### config.mk
export PLATFORM = sky130hd
export DESIGN_NAME = alu_share_arbiter
export DESIGN_NICKNAME = d
export VERILOG_FILES = /design/src/rtl/alu_pkg.sv /design/src/rtl/alu_share_arbiter_alu.sv /design/src/rtl/alu_share_arbiter.sv
export SDC_FILE = /design/constraint.sdc
export NUM_CORES = 1
export LEC_CHECK = 0
export ABC_AREA = 1
export ABC_CLOCK_PERIOD_IN_PS = 4200
export CAP_MARGIN = 20
export CORE_MARGIN = 2
export CORE_UTILIZATION = 42
export CTS_BUF_LIST = sky130_fd_sc_hd__clkbuf_2 sky130_fd_sc_hd__clkbuf_4 sky130_fd_sc_hd__clkbuf_8
export DETAILED_ROUTE_END_ITERATION = 10
export PLACE_DENSITY = 0.66
export SYNTH_ARGS = -nofsm -noshare
export SYNTH_HDL_FRONTEND = slang
export SYNTH_SLANG_ARGS = --single-unit
export TNS_END_PERCENT = 20
### constraint.sdc
create_clock -name clk -period 4.2 [get_ports clk]
set_clock_uncertainty 0.1 [all_clocks]
set_input_delay 0.63 -clock clk [delete_from_list [all_inputs] [get_ports clk]]
set_output_delay 0.63 -clock clk [all_outputs]
set_load 0.03 [all_outputs]
### src/rtl/alu_pkg.sv
// Shared ALU command codes and helpers used by the ALU, the command decoder and the arbiter.
package alu_pkg;

  localparam int XLEN = 32;

  typedef enum logic [3:0] {
    ALU_ADD  = 4'b0000,
    ALU_SUB  = 4'b0001,
    ALU_SLT  = 4'b0010,
    ALU_SLTU = 4'b0011,
    ALU_AND  = 4'b0100,
    ALU_OR   = 4'b0101,
    ALU_XOR  = 4'b0110,
    ALU_SLL  = 4'b0111,
    ALU_SRL  = 4'b1000,
    ALU_SRA  = 4'b1001
  } alu_cmd_e;

  // Highest legal command code; everything above it is flagged as an error.
  localparam logic [3:0] ALU_CMD_MAX = 4'b1001;

  typedef enum logic {
    ST_EMPTY = 1'b0,
    ST_FULL  = 1'b1
  } arb_state_e;

  function automatic logic alu_cmd_legal(input logic [3:0] cmd);
    return (cmd <= ALU_CMD_MAX);
  endfunction

endpackage

### src/rtl/alu_share_arbiter_alu.sv
// Combinational 32-bit ALU; shifts use rs2[4:0], illegal commands yield zero.
module alu_share_arbiter_alu
  import alu_pkg::*;
(
  input  logic [XLEN-1:0] rs1,
  input  logic [XLEN-1:0] rs2,
  input  logic [3:0]      alu_cmd,
  output logic [XLEN-1:0] out
);

  logic signed [XLEN-1:0] rs1_s;
  logic signed [XLEN-1:0] rs2_s;
  logic [4:0]             shamt;

  assign rs1_s = signed'(rs1);
  assign rs2_s = signed'(rs2);
  assign shamt = rs2[4:0];

  always_comb begin
    out = '0;
    case (alu_cmd)
      ALU_ADD:  out = rs1 + rs2;
      ALU_SUB:  out = rs1 - rs2;
      ALU_SLT:  out = {{(XLEN-1){1'b0}}, (rs1_s < rs2_s)};
      ALU_SLTU: out = {{(XLEN-1){1'b0}}, (rs1 < rs2)};
      ALU_AND:  out = rs1 & rs2;
      ALU_OR:   out = rs1 | rs2;
      ALU_XOR:  out = rs1 ^ rs2;
      ALU_SLL:  out = rs1 << shamt;
      ALU_SRL:  out = rs1 >> shamt;
      ALU_SRA:  out = unsigned'(rs1_s >>> shamt);
      default:  out = '0;
    endcase
  end

endmodule

### src/rtl/alu_share_arbiter.sv
// Two-requester round-robin arbiter sharing one ALU, with a single registered response slot.
module alu_share_arbiter
  import alu_pkg::*;
(
  input  logic            clk,
  input  logic            rst,
  input  logic            req0_valid,
  input  logic [XLEN-1:0] req0_rs1,
  input  logic [XLEN-1:0] req0_rs2,
  input  logic [3:0]      req0_cmd,
  output logic            req0_ready,
  input  logic            req1_valid,
  input  logic [XLEN-1:0] req1_rs1,
  input  logic [XLEN-1:0] req1_rs2,
  input  logic [3:0]      req1_cmd,
  output logic            req1_ready,
  output logic            resp_valid,
  output logic            resp_id,
  output logic [XLEN-1:0] resp_data,
  output logic            resp_err,
  input  logic            resp_ready
);

  arb_state_e      state_q;
  logic            last_q;
  logic            id_q;
  logic [XLEN-1:0] data_q;
  logic            err_q;

  logic            can_accept_d;
  logic            sel1_d;
  logic            accept_d;
  logic [XLEN-1:0] op_a_d;
  logic [XLEN-1:0] op_b_d;
  logic [3:0]      cmd_d;
  logic [XLEN-1:0] alu_out;
  logic            legal_d;

  // The slot may refill in the same cycle its response leaves (back-to-back).
  always_comb begin
    can_accept_d = ~rst & ((state_q == ST_EMPTY) | resp_ready);
    sel1_d       = req1_valid & (~req0_valid | ~last_q);
    req0_ready   = can_accept_d & req0_valid & ~sel1_d;
    req1_ready   = can_accept_d & sel1_d;
    accept_d     = req0_ready | req1_ready;
    op_a_d       = sel1_d ? req1_rs1 : req0_rs1;
    op_b_d       = sel1_d ? req1_rs2 : req0_rs2;
    cmd_d        = sel1_d ? req1_cmd : req0_cmd;
    legal_d      = alu_cmd_legal(cmd_d);
  end

  alu_share_arbiter_alu u_alu (
    .rs1     (op_a_d),
    .rs2     (op_b_d),
    .alu_cmd (cmd_d),
    .out     (alu_out)
  );

  always_ff @(posedge clk) begin
    if (rst) begin
      state_q <= ST_EMPTY;
      last_q  <= 1'b1;
      id_q    <= 1'b0;
      data_q  <= '0;
      err_q   <= 1'b0;
    end else if (accept_d) begin
      state_q <= ST_FULL;
      last_q  <= sel1_d;
      id_q    <= sel1_d;
      data_q  <= legal_d ? alu_out : '0;
      err_q   <= ~legal_d;
    end else if ((state_q == ST_FULL) && resp_ready) begin
      state_q <= ST_EMPTY;
    end
  end

  assign resp_valid = (state_q == ST_FULL);
  assign resp_id    = id_q;
  assign resp_data  = data_q;
  assign resp_err   = err_q;

endmodule

* Word-level counts from Yosys, hierarchy flattened
Cells that the tools add are included.
** Storage, ports and cells
- Flip-flop bits (word level) :: 36
- Word-level logic and storage cells :: 49
- Output and inout bits :: 37
- Input bits :: 141
** Operators by class
- Shifts and indexed selects :: 3
- Order comparisons :: 3
- Bitwise operators :: 17
- Add/subtract/negate cells :: 2
- Reduce and logical (&&, ||, !) cells :: 3
- Equality and inequality tests :: 9
- Mux-type cells :: 7
** Operators with widths (count)
- $pmux 32 s10 :: 1
- $mux 32 :: 3
- $lt 32x32->1 :: 2
- $add 32x32->32 :: 1
- $and 32x32->32 :: 1
- $or 32x32->32 :: 1
- $shl 32x5->32 :: 1
- $shr 32x5->32 :: 1
- $sshr 32x5->32 :: 1
- $sub 32x32->32 :: 1
- $xor 32x32->32 :: 1
- $eq 4x3->1 const B :: 4
- $eq 4x2->1 const B :: 2
- $eq 4x4->1 const B :: 2
- $not 1->1 :: 6
- $and 1x1->1 :: 5
- $eq 4x1->1 const B :: 1
- $le 4x4->1 const B :: 1
- $logic_not 4->1 :: 1
- $mux 4 :: 1
- $or 1x1->1 :: 3
- $mux 1 :: 2
- $reduce_bool 2->1 :: 1
- $logic_and 1x1->1 :: 1

* Logic depth before layout (Yosys ltp)
- Depth after elaboration :: 7
- Mapped depth :: 26
- Depth with buffers taken out :: 23

* Hierarchy
Synthesis repeated with hierarchy kept, for this count alone.
** Unflattened totals
- Cell total of the unflattened synthesis :: 2604
- Area, all modules :: 12763.5 µm²
** Modules (own cells, without submodules)
- alu_share_arbiter_alu :: cells an instance 2106, times used 1, area an instance 10139.7 µm², seq. area each 0.0 µm²
- alu_share_arbiter :: cells an instance 498, times used 1, area an instance 2623.8 µm², seq. area each 720.7 µm²

* Least setup slack after synthesis
Ideal clock, no wire load.
- Path type :: in2reg
- From :: in req0_valid
- To :: reg data_q[18], in the netlist resp_data[18]
- Library setup time :: 132 ps
- Stages on the path :: 22
- Path slack :: 681 ps
- Buffers on the path :: 5
- Arrival time :: 3286 ps
- Path through :: nand2_2 nand2_4 buf_2 nand2_1 o21ai_1 buf_4 buf_4 buf_2 ha_1 clkbuf_1 inv_1 or2_2 nand3_1 nand2_1 nand2_1 nand2_1 nand2_1 nand3_1 nand3_1 nand2_1 o21ai_1 a21oi_1
** Between the ends
- Cells in the longest elaborated chain, start to end :: 7
** RTL lines
- start: declaration :: RTL line alu_share_arbiter.sv:7 : input logic req0_valid,
- $not 1->1 :: RTL line alu_share_arbiter.sv:42 : sel1_d = req1_valid & (~req0_valid | ~last_q);
- $or 1x1->1 :: RTL line alu_share_arbiter.sv:42
- $and 1x1->1 :: RTL line alu_share_arbiter.sv:42
- $mux 32, or another cell as far along :: RTL line alu_share_arbiter.sv:46 : op_a_d = sel1_d ? req1_rs1 : req0_rs1;
- $sub 32x32->32, or another cell as far along :: RTL line alu_share_arbiter_alu.sv:23 : ALU_SUB: out = rs1 - rs2;
- $pmux 32 s10 :: RTL line alu_share_arbiter_alu.sv:21 : case (alu_cmd)
- $mux 32 :: RTL line alu_share_arbiter.sv:70 : data_q <= legal_d ? alu_out : '0;
- end signal: assignment :: RTL line alu_share_arbiter.sv:70
- end: declaration :: RTL line alu_share_arbiter.sv:27 : logic [XLEN-1:0] data_q;
Parallel ways exist; a longest one is shown, timed or not.
A chain may end at the register's enable or synchronous reset.

* Worst setup path after layout
- From :: in req0_valid
- To :: reg data_q[24], in the netlist resp_data[24]
Same word-level chain as after synthesis.

==> run_results.csv <==
group,metric,value,unit
drt,drc,0,
cells_and_area,nNetsFinal,3000,
synth,yosysMostFrequentCell,"nand2_1",
synth,synth_cell_type_count,47,
clocking,insertion_delay,0.32,ns
synth,avgSynthCellArea,5.091,um^2
power_and_ir_drop,switchingPower,0.002416,W
cells_and_area,area_delta_synth_final,36.91,%
synth,syn_inst,2362,
worst_setup_path,cp-start-kind,"input pin",
power_and_ir_drop,powerDensity,256.5,nW/um^2
cells_and_area,nFillCells,2944,
synth,synth_nets,2604,
die,dieArea,30000,um^2
synth,yosysTopAreaCellShare,23.01,%
drt,viasPerCell,5.865,
sta,tightest_slew,0.6482,ns
synth,ys.flop_type,"dfxtp_1",
die,start_util,42.93,%
die,io_pins,178,
sta,slew_headroom,56.33,%
die,row_count,61,
sta,period_share,97.91,%
global_routing,grt_remaining_overflow,0,
clocking,cts.sinks,36,
clocking,htree_levels,2,
job,cap_violations,0,
cells_and_area,drive_gt1_share,14.72,%
drt,vias,18420,
power_and_ir_drop,vdd_drop_max,186.4,uV
global_routing,grt_pass1_vias,17140,
sta,setup_viol,0,
sta,fmax,243.2,MHz
synth,yosys-top-cells-area,"nand2_1 (23%), nand3_1 (17%), ha_1 (10%), inv_1 (9.0%), a21oi_1 (6.8%)",
drt,drtAntennaViolNets,0,
placed_design,dp_hpwl,57640,um
clocking,cts_hold_buf,0,
global_routing,grt_start_max_net_pins,70,
drt,wl_per_cell,22.21,um
power_and_ir_drop,combPwrFrac,84.0,%
synth,ys_async_sr_fraction,0,%
power_and_ir_drop,p_int,0.001807,W
sta,whs,0.3660,ns
global_routing,antenna_found_initial,2,
synth,syn_area,12020,um^2
synth,yosys_warnings,0,
clocking,numCtsBuffers,5,
power_and_ir_drop,seqPwrFrac,9.2,%
worst_setup_path,required,4.30,ns
die,die_y,173.2,um
power_and_ir_drop,pwr-share-clk,6.7,%
worst_setup_path,cp.arrival,4.21,ns
synth,synth_edf_count,0,
sta,hold_viol_final,0,
power_and_ir_drop,leakage,8.578,nW
placed_design,port_buffers,177,
clocking,clk_pin_slew,0.10,ns
worst_setup_path,end_kind,"register",
power_and_ir_drop,switching_share,57.21,%
sta,maxSlewViolCount,0,
die,coreArea,28010,um^2
sta,layout_min_cycle_time,4.112,ns
drt,dr.pass1.iters,7,
clocking,cts_tree,"built",
run_status,status,"finished clean",
synth,synth_area_leader_cell,"nand2_1",
synth,seq_area_frac_synth,5.994,%
clocking,cts_root_buf,"clkbuf_8",
global_routing,grt_usage,44.85,%
worst_setup_path,critPathMaxFanout,20,
drt,routed_wirelength,69740,um
clocking,clock_path_buffers,2,
synth,netlist_top_cells_count,"nand2_1 (737), nand3_1 (404), inv_1 (287), nor2_1 (179), a21oi_1 (164)",
placed_design,place_congestion,1.112,
global_routing,grt_pass1_wl,102500,um
worst_hold_path,hold_path.class,"reg2reg",
die,die-width,173.2,um
power_and_ir_drop,power,0.004223,W
worst_setup_path,critPathKind,"in2reg",
synth,ys_ff_latch,36,
drt,drt_iter0_drc,2590,
[flip-flops by register name, indices dropped and copies added (netlist names)]
| signal | count |
|---|---|
| resp_data | 32 |
| last_q | 1 |
| resp_err | 1 |
| resp_id | 1 |
| resp_valid | 1 |
[stage by stage]
stage / std cells / cell area, um^2 / setup slack (ns) / util (%) / setup TNS (ns)
after floorplan: 2362 / 12020 / 0.6813 / - / 0
after global placement: 3129 / 16310 / -0.2714 / 58.23 / -2.194
after detailed placement: 3129 / 16310 / -0.2920 / 58.23 / -3.432
after CTS: 3137 / 16400 / 0.02616 / 58.54 / 0
after global routing: 3137 / 16450 / -0.01207 / 58.74 / -0.01207
final: 3140 / 16460 / 0.08778 / 58.77 / 0
[cell type report]
| class | count | area (um^2) | area share [%] |
|---|---|---|---|
| clock inverter | 3 | 18.77 | 0.1140 |
| antenna | 3 | 7.507 | 0.04560 |
| clock buffer | 5 | 68.82 | 0.4180 |
| multi-input combinational | 1915 | 9657 | 58.66 |
| sequential | 36 | 720.7 | 4.378 |
| tap | 378 | 473.0 | 2.873 |
| timing repair buffer | 502 | 4398 | 26.72 |
| inverter | 298 | 1119 | 6.795 |
[worst paths after layout]
| path | start | endpoint | slack (ns) | cells past startpoint |
|---|---|---|---|---|
| worst min-delay path | resp_data[6] | resp_data[6] | 0.37 | 2 |
| worst max register to register | last_q | resp_data[24] | 0.53 | 19 |
| worst max-delay path | req0_valid | resp_data[24] | 0.09 | 20 |
| worst min register to register | resp_data[6] | resp_data[6] | 0.37 | 2 |
[layer usage]
| layer | track usage (%) | vias up | part of all wire [%] |
|---|---|---|---|
| met5 | 0 | - | 0 |
| met4 | 27.47 | 0 | 7.8 |
| met3 | 12.14 | 302 | 13 |
| met2 | 67.93 | 1319 | 40 |
| met1 | 56.48 | 8293 | 38 |
| li1 | - | 8502 | - |
[repair_timing]
action	in CTS	in global routing
gates resized for setup	0	24
setup endpoints to repair	0	27
buffers inserted	0	0
[worst max-delay path: stages]
cell and delay, ns:
clkdlybuf4s50_1 0.53, nand2_4 0.14, nand2_4 0.18, buf_6 0.23, buf_4 0.24, nand2_1 0.08
o21ai_1 0.29, nor2_1 0.10, nand2_1 0.34, buf_4 0.23, buf_4 0.16, o22ai_1 0.09
nor2_1 0.23, nand2_1 0.09, inv_1 0.05, nand2_1 0.10, nor2_1 0.17, nand3_1 0.15
nand2_1 0.10, a21oi_1 0.07
[power by group through the flow]
stage | logic [W] | registers (W) | clock network, W
detailed placement | 0.00337 | 0.000397 | 0
finish | 0.00355 | 0.000390 | 0.000284
global placement | 0.00335 | 0.000397 | 0
floorplan | 0.00172 | 0.000449 | 0
global route | 0.00376 | 0.000393 | 0.000295
CTS | 0.00338 | 0.000390 | 0.000283
[placed cells by master, fill, tap and decap left out, types with 12 or more instances in the layout]
cell	instances
ha_1	96
o211ai_1	13
inv_1	286
o21ai_1	42
buf_4	311
nand4_1	14
nand3b_1	16
nor3_1	17
nand2_1	735
dfxtp_1	36
nor2_1	175
nand2_2	16
o21bai_1	15
o22ai_1	25
clkdlybuf4s50_1	175
nand3_1	404
a21oi_1	160
buf_12	15
o21ai_0	110
inv_2	12
[logic make-up (layout without fill, tap and decap cells)]
family | count (synthesis) | after routing | share of synthesized area [%]
compound gates | 402 | 402 | 18.52
flops | 36 | 36 | 5.994
simple gates | 1410 | 1410 | 50.46
fa+ha+maj | 101 | 101 | 10.63
other cells | 0 | 3 | 0
xor+xnor | 2 | 2 | 0.1457
buf+inv | 411 | 808 | 14.25
(Power assumes the default switching activity.)
